`config.mk`:
```
export PLATFORM = sky130hd
export DESIGN_NAME = vga_sync_monitor
export DESIGN_NICKNAME = d
export VERILOG_FILES = /design/src/rtl/vga_pkg.sv /design/src/rtl/vga_sync_edge.sv /design/src/rtl/vga_sync_monitor.sv
export SDC_FILE = /design/constraint.sdc
export NUM_CORES = 1
export LEC_CHECK = 0
export ABC_AREA = 1
export CAP_MARGIN = 40
export CELL_PAD_IN_SITES_DETAIL_PLACEMENT = 1
export CELL_PAD_IN_SITES_GLOBAL_PLACEMENT = 2
export CORE_MARGIN = 2
export CORE_UTILIZATION = 32
export CTS_BUF_LIST = sky130_fd_sc_hd__clkbuf_16
export CTS_CLUSTER_SIZE = 24
export DETAILED_ROUTE_END_ITERATION = 6
export PLACE_DENSITY = 0.75
export SYNTH_ARGS = -nofsm -noshare
export SYNTH_HDL_FRONTEND = slang
export SYNTH_SLANG_ARGS = --single-unit
export TNS_END_PERCENT = 10
```
`constraint.sdc`:
```
create_clock -name clk -period 1.7 [get_ports clk]
set_input_delay 0.34 -clock clk [delete_from_list [all_inputs] [get_ports clk]]
set_output_delay 0.34 -clock clk [all_outputs]
set_load 0.05 [all_outputs]
```
`src/rtl/vga_pkg.sv`:
```
// vga_pkg
//   Shared 640x480 timing constants used by the VGA timing generator and the
//   sink-side sync monitor, plus the monitor's lock-state encoding.
//   No ports (package).
package vga_pkg;

  // Clocks per line, hsync fall to hsync fall (generator counter runs 0..800).
  localparam int VGA_H_TOTAL     = 801;
  localparam int VGA_H_PULSE     = 96;
  // Line position of active pixel x=0 (pulse + back porch).
  localparam int VGA_H_START     = 144;
  localparam int VGA_H_ACTIVE    = 640;
  localparam int VGA_V_TOTAL     = 525;
  localparam int VGA_V_START     = 35;
  localparam int VGA_V_ACTIVE    = 480;
  // Consecutive error-free complete frames needed before declaring lock.
  localparam int VGA_LOCK_FRAMES = 2;

  typedef enum logic [1:0] {
    UNLOCKED = 2'd0,
    CHECK    = 2'd1,
    LOCKED   = 2'd2
  } lock_state_t;

endpackage

```
`src/rtl/vga_sync_edge.sv`:
```
// vga_sync_edge
//   Input register for one sync line plus fall/rise detection against the
//   previous registered sample.
// Ports:
//   clk       in   pixel clock
//   rst       in   asynchronous active-low reset
//   sync_in   in   raw sync from the port (active low)
//   sync_cur  out  registered sync sample
//   fall      out  previous sample 1, current sample 0
//   rise      out  previous sample 0, current sample 1
module vga_sync_edge (
  input  logic clk,
  input  logic rst,
  input  logic sync_in,
  output logic sync_cur,
  output logic fall,
  output logic rise
);

  logic sync_prev;

  // Both stages reset to the idle (high) level so leaving reset with the
  // line idle produces no edge.
  always_ff @(posedge clk or negedge rst) begin
    if (!rst) begin
      sync_cur  <= 1'b1;
      sync_prev <= 1'b1;
    end else begin
      sync_cur  <= sync_in;
      sync_prev <= sync_cur;
    end
  end

  assign fall = sync_prev & ~sync_cur;
  assign rise = ~sync_prev & sync_cur;

endmodule

```
`src/rtl/vga_sync_monitor.sv`:
```
// vga_sync_monitor
//   Sink-side checker / capture front end for a VGA stream. Measures line and
//   frame timing, declares lock after consecutive good frames, and recovers
//   active-area pixel coordinates with aligned data once locked.
//   Pipeline: stage 1 registers the ports, stage 2 holds position counters and
//   measurement events, stage 3 drives every output from registers. A sample
//   present at edge n shows up on the outputs at edge n+2. There is no
//   backpressure: the output is a continuous stream qualified by pix_valid.
// Ports:
//   clk          in   pixel clock
//   rst          in   asynchronous active-low reset
//   h_sync       in   horizontal sync, active low
//   v_sync       in   vertical sync, active low
//   vga_data     in   24-bit RGB pixel data
//   pix_x        out  recovered active column (0 when not valid)
//   pix_y        out  recovered active row (0 when not valid)
//   pix_data     out  data sampled at the reported position
//   pix_valid    out  in-area pixel while locked
//   frame_start  out  pulse with pix_valid at x=0, y=0
//   line_len     out  last measured line length
//   frame_lines  out  last measured frame line count
//   locked       out  timing lock
//   err          out  one-cycle pulse per timing violation cycle
//   lock_state   out  lock FSM state (debug)
module vga_sync_monitor
  import vga_pkg::*;
#(
  parameter int H_TOTAL     = VGA_H_TOTAL,
  parameter int H_PULSE     = VGA_H_PULSE,
  parameter int H_START     = VGA_H_START,
  parameter int H_ACTIVE    = VGA_H_ACTIVE,
  parameter int V_TOTAL     = VGA_V_TOTAL,
  parameter int V_START     = VGA_V_START,
  parameter int V_ACTIVE    = VGA_V_ACTIVE,
  parameter int LOCK_FRAMES = VGA_LOCK_FRAMES
) (
  input  logic        clk,
  input  logic        rst,
  input  logic        h_sync,
  input  logic        v_sync,
  input  logic [23:0] vga_data,
  output logic [9:0]  pix_x,
  output logic [9:0]  pix_y,
  output logic [23:0] pix_data,
  output logic        pix_valid,
  output logic        frame_start,
  output logic [10:0] line_len,
  output logic [9:0]  frame_lines,
  output logic        locked,
  output logic        err,
  output logic [1:0]  lock_state
);

  localparam logic [10:0] H_TOTAL_W = 11'(H_TOTAL);
  localparam logic [10:0] H_PULSE_W = 11'(H_PULSE);
  localparam logic [10:0] H_START_W = 11'(H_START);
  localparam logic [10:0] H_END_W   = 11'(H_START + H_ACTIVE);
  localparam logic [9:0]  H_START_X = 10'(H_START);
  localparam logic [9:0]  V_TOTAL_W = 10'(V_TOTAL);
  localparam logic [9:0]  V_START_W = 10'(V_START);
  localparam logic [9:0]  V_END_W   = 10'(V_START + V_ACTIVE);
  localparam logic [3:0]  LOCK_W    = 4'(LOCK_FRAMES);
  localparam logic [10:0] HC_MAX    = 11'h7FF;

  // ---------------- stage 1: port registers and edge detect ----------------
  logic        h_cur, h_fall, h_rise;
  logic        v_fall;
  logic        v_level_unused, v_rise_unused;
  logic [23:0] data_s1;

  vga_sync_edge u_hsync_edge (
    .clk      (clk),
    .rst      (rst),
    .sync_in  (h_sync),
    .sync_cur (h_cur),
    .fall     (h_fall),
    .rise     (h_rise)
  );

  vga_sync_edge u_vsync_edge (
    .clk      (clk),
    .rst      (rst),
    .sync_in  (v_sync),
    .sync_cur (v_level_unused),
    .fall     (v_fall),
    .rise     (v_rise_unused)
  );

  always_ff @(posedge clk or negedge rst) begin
    if (!rst) data_s1 <= '0;
    else      data_s1 <= vga_data;
  end

  // ---------------- stage 2: counters and measurement events ---------------
  // hc/vc hold the position of the sample now in stage 2 (data_s2).
  logic [10:0] hc, hw, h_len;
  logic [9:0]  vc, v_len;
  logic [23:0] data_s2;
  logic        h_seen, v_seen, h_meas, v_meas, v_fall_d;
  logic        e_line, e_frame, e_pulse, e_timeout;
  logic [10:0] hc_plus1, hc_inc, hw_inc;
  logic [9:0]  vc_plus1;

  always_comb begin
    hc_plus1 = hc + 11'd1;
    hc_inc   = (hc == HC_MAX) ? hc : hc_plus1;
    hw_inc   = (hw == HC_MAX) ? hw : hw + 11'd1;
    vc_plus1 = vc + 10'd1;
  end

  always_ff @(posedge clk or negedge rst) begin
    if (!rst) begin
      hc        <= '0;
      vc        <= '0;
      hw        <= '0;
      h_len     <= '0;
      v_len     <= '0;
      data_s2   <= '0;
      h_seen    <= 1'b0;
      v_seen    <= 1'b0;
      h_meas    <= 1'b0;
      v_meas    <= 1'b0;
      v_fall_d  <= 1'b0;
      e_line    <= 1'b0;
      e_frame   <= 1'b0;
      e_pulse   <= 1'b0;
      e_timeout <= 1'b0;
    end else begin
      data_s2  <= data_s1;
      v_fall_d <= v_fall;

      hc <= h_fall ? 11'd0 : hc_inc;
      // Flag only the step onto 2047 so a stuck line gives a single pulse.
      e_timeout <= !h_fall && (hc == HC_MAX - 11'd1);

      // Vsync fall wins over a simultaneous hsync fall.
      if (v_fall)      vc <= '0;
      else if (h_fall) vc <= vc_plus1;

      // hw counts low samples before the current one, so on a rise it holds
      // the completed pulse width. Gated on h_seen so a pulse already in
      // progress at reset release is not judged.
      hw      <= h_cur ? 11'd0 : hw_inc;
      e_pulse <= h_rise && h_seen && (hw != H_PULSE_W);

      if (h_fall) h_seen <= 1'b1;
      h_meas <= h_fall && h_seen;
      h_len  <= hc_plus1;
      e_line <= h_fall && h_seen && (hc_plus1 != H_TOTAL_W);

      if (v_fall) v_seen <= 1'b1;
      v_meas  <= v_fall && v_seen;
      v_len   <= vc_plus1;
      e_frame <= v_fall && v_seen && (vc_plus1 != V_TOTAL_W);
    end
  end

  // ---------------- lock FSM ------------------------------------------------
  lock_state_t state, state_next;
  logic [3:0]  good, good_next;
  logic        any_err;

  assign any_err    = e_line | e_frame | e_pulse | e_timeout;
  assign lock_state = state;

  always_comb begin
    state_next = state;
    good_next  = good;
    case (state)
      UNLOCKED: begin
        if (v_fall_d) begin
          state_next = CHECK;
          good_next  = '0;
        end
      end
      CHECK: begin
        // Any error leaves CHECK at once, so reaching a vsync fall here means
        // the frame that just ended was clean.
        if (any_err) begin
          state_next = UNLOCKED;
          good_next  = '0;
        end else if (v_fall_d) begin
          if (good + 4'd1 >= LOCK_W) begin
            state_next = LOCKED;
            good_next  = '0;
          end else begin
            good_next = good + 4'd1;
          end
        end
      end
      LOCKED: begin
        if (any_err) begin
          state_next = UNLOCKED;
          good_next  = '0;
        end
      end
      default: begin
        state_next = UNLOCKED;
        good_next  = '0;
      end
    endcase
  end

  always_ff @(posedge clk or negedge rst) begin
    if (!rst) begin
      state <= UNLOCKED;
      good  <= '0;
    end else begin
      state <= state_next;
      good  <= good_next;
    end
  end

  // ---------------- stage 3: registered outputs -----------------------------
  logic in_area, valid_next;

  always_comb begin
    in_area    = (hc >= H_START_W) && (hc < H_END_W) &&
                 (vc >= V_START_W) && (vc < V_END_W);
    // Uses the next lock state so pix_valid and locked change on the same edge.
    valid_next = (state_next == LOCKED) && in_area;
  end

  always_ff @(posedge clk or negedge rst) begin
    if (!rst) begin
      pix_x       <= '0;
      pix_y       <= '0;
      pix_data    <= '0;
      pix_valid   <= 1'b0;
      frame_start <= 1'b0;
      line_len    <= '0;
      frame_lines <= '0;
      locked      <= 1'b0;
      err         <= 1'b0;
    end else begin
      pix_valid   <= valid_next;
      pix_x       <= valid_next ? (hc[9:0] - H_START_X) : 10'd0;
      pix_y       <= valid_next ? (vc - V_START_W) : 10'd0;
      pix_data    <= data_s2;
      frame_start <= valid_next && (hc == H_START_W) && (vc == V_START_W);
      locked      <= (state_next == LOCKED);
      err         <= any_err;
      if (h_meas) line_len    <= h_len;
      if (v_meas) frame_lines <= v_len;
    end
  end

endmodule

```
==> run metrics <==
status=completed; Initial DRT Pass Iterations=4; Clock Sink Count=189; initial antenna violation count=0; number of global-route vias before repair=5064; Rows=53; DP Worst Slack=-0.0798 ns; Fill cells=2265; grt ovf=0; I/O pin count=99; Startpoint Class=flip-flop; first-pass GRT wire length=25700 µm; pwr dens=1110 mW/mm²; met3 Usage GRT=0.0285; VDD IR max=0.000529 V; part of the cycle the worst path needs=0.984; dpl hpwl=11300 µm; Crit path max-delay family=simple AND/OR/NAND/NOR gates; clk slew on worst S/H paths=0.07 ns; Syn-to-layout area delta=34.3%; Iteration-0 DRC Markers=182; Area contributors post-synth=dfrtp_1 (67%), nand2_1 (5.1%), inv_1 (3.4%), mux2_2 (3.4%), nand3_1 (2.5%); most frequent cells in the layout=dfrtp_1 (179), buf_4 (114), nand2_1 (90), inv_1 (60), nor2_1 (34); Final WS setup=0.0271 ns; Area after DPL=0.00836 mm²; Yosys warning count=0; Worst setup EP type=flip-flop; WP data required=2.05 ns; Mapped Nets=624; CP max FO=6; Yosys reg bits=189; mux cell area share after synthesis=0.0344; via count=4662; Post-synth EDFFs=0; total wire length=15800 µm; antenna-violating nets left=0; DRC viols=0; grt met2 use=0.246; # nets final=783; Worst path max stage delay=0.46 ns; core area=0.0211 mm²; GR Layer Usage met1=0.189; via density per instance=4.53; TritonCTS clock tree=yes; Post-Synthesis Cells=583; Buffers & Inverters on Critical Path=1; Slew @ Worst Pin=0.454 ns; Tot Pwr=10.2 mW; crit-path cells=nor2_4, nand2_4, nor2_4, nand3_1, nand2_1, nand2_1, nor2_2, nand2_4, buf_12, nor2_1; die area=0.0227 mm²; Avg Cell Area, Syn=11.8 µm²; post-layout util=0.438; largest family of logic cells by synthesized area=simple AND/OR/NAND/NOR gates; top achievable clock speed=0.598 GHz; Crit Path Class=flip-flop to flip-flop; hold slack=0.316 ns; H-tree lvl count=4; sequential share of the synthesized area=0.688; Rel. slew slack=0.698; Final Max Tran Viols=0; clock tree buffer depth=2; commonest non-fill, non-tap cell in the layout=dfrtp_1; ys async rst share=1.00; leakage dissipation=4.57 nW; Post-Synth Adder-Cell Area=0.0236; initial core utilization=0.326; # setup viols final=0; clock root buffer=clkbuf_16; Die W=151 µm; post-synth top area cell=dfrtp_1; GRT Resource Usage Total=0.147; distinct cell type count after synthesis=36; Post-Synth XOR/XNOR Area=0.0191; Synth Area in Simple Gates=0.150; Clk Latency, worst-skew pair=0.43 ns; clock skew=0.0131 ns; Design Area, Final=0.00925 mm²; Num CTS Buffers=17; Hold Vio Cnt, Final=0; Port Buffers=98; critical path's slowest cell=dfrtp_2; Synth Area in Compound Gates=0.0378; unrepaired setup endpoints after global routing=yes; gr busiest metal=met2; gpl congestion=0.859; crit path DAT=2.02 ns; Synth top area share=0.673; clock period minus worst slack=1.67 ns; HP Class=primary input to flip-flop; Ant. Diodes=0; largest net degree at the start of global routing=35; prevailing post-synth register cell=dfrtp_1; mapped cell area=0.00688 mm²; Die Ht=151 µm; number of max-cap violations=0; per-cell routed wire length=15.3 µm; layout cells sized above 1=0.328
-- logic make-up after synthesis --
group	after synthesis
AOI/OAI and AO/OA	46
xor gates and xnor gates	15
adders and majority gates	13
buffers and inverters	79
DFF	189
muxes	21
and+or+nand+nor	220
-- metrics by stage --
stage | cells | TNS (ns)
after CTS | 1023 | 0
final | 1030 | 0
after global routing | 1030 | -0.811
after floorplan | 583 | 0
after detailed placement | 988 | -1.31
after global placement | 988 | 0
-- cells in the mapped netlist (2+ instances only) --
library cell,n
dfrtp_1,185
nand2_1,93
inv_1,63
nor2_1,39
nand3_1,35
nor2_2,22
mux2_2,21
o21ai_0,19
ha_1,13
xor2_1,13
nand4_1,10
o22ai_1,8
a21oi_1,7
nor3_1,7
a31oi_1,6
inv_2,5
dfstp_2,4
buf_6,3
clkbuf_1,3
nand2_2,3
buf_2,2
clkbuf_2,2
nand3_2,2
nand3b_1,2
nor3_4,2
o21ai_1,2
or2_2,2
xnor2_1,2
-- worst register-to-register path, stage by stage, from the launching register on --
cell and delay (ns):
dfrtp_2 0.46, nor2_4 0.18, nand2_4 0.09, nor2_4 0.09, nand3_1 0.09, nand2_1 0.08
nand2_1 0.07, nor2_2 0.14, nand2_4 0.13, buf_12 0.16, nor2_1 0.11
-- flip-flops by register name, summed over array words and instances, names as in the netlist, 2 cells and up --
register,flops
data_s1,24
data_s2,24
pix_data,24
h_len,11
hc,11
hw,11
line_len,11
frame_lines,10
pix_x,10
pix_y,10
v_len,10
vc,10
good,4
lock_state,2
-- report_power, final --
part / total [mW] / internal (mW) / switching [mW]
registers: 4.94 / 4.76 / 0.179
logic: 1.31 / 0.490 / 0.821
clock network: 3.98 / 2.11 / 1.87
-- timing repair --
item / CTS / global route
hold buffers: 1 / 0
buffers inserted: 2 / 5
endpoints found under the setup margin: 22 / 39
gates cloned: 0 / 2
gates resized for setup: 4 / 42
hold endpoints to repair: 26 / 0
pin swaps: 0 / 13
-- per-layer routing --
metal	up-vias	part of all wire
met1	2366	0.45
met4	0	0.015
met3	16	0.031
met2	89	0.50
li1	2191	-
met5	-	0
-- cell type report --
cell class | count | area [µm²] | share of cell area
flip-flops and latches | 189 | 4740 | 0.513
multi-input cells | 315 | 1990 | 0.216
repair buffers | 150 | 1310 | 0.141
clock buffers | 17 | 425 | 0.0460
well taps | 275 | 344 | 0.0372
inverters | 69 | 259 | 0.0280
clock inverters | 15 | 173 | 0.0187
-- final timing paths --
path | slack [ns] | to | depth (start not counted) | start
max | 0.03 | pix_y[9] | 10 | vc[3]
min | 0.32 | u_hsync_edge.sync_cur | 1 | h_sync
min in group asynchronous | 0.40 | pix_data[5] | 2 | rst
max reg2reg | 0.03 | pix_y[9] | 10 | vc[3]
max in group asynchronous | 0.64 | u_vsync_edge.sync_prev | 3 | rst
min reg2reg | 0.35 | data_s2[11] | 0 | data_s1[11]
No activity file was read; power rests on OpenSTA's default activity.
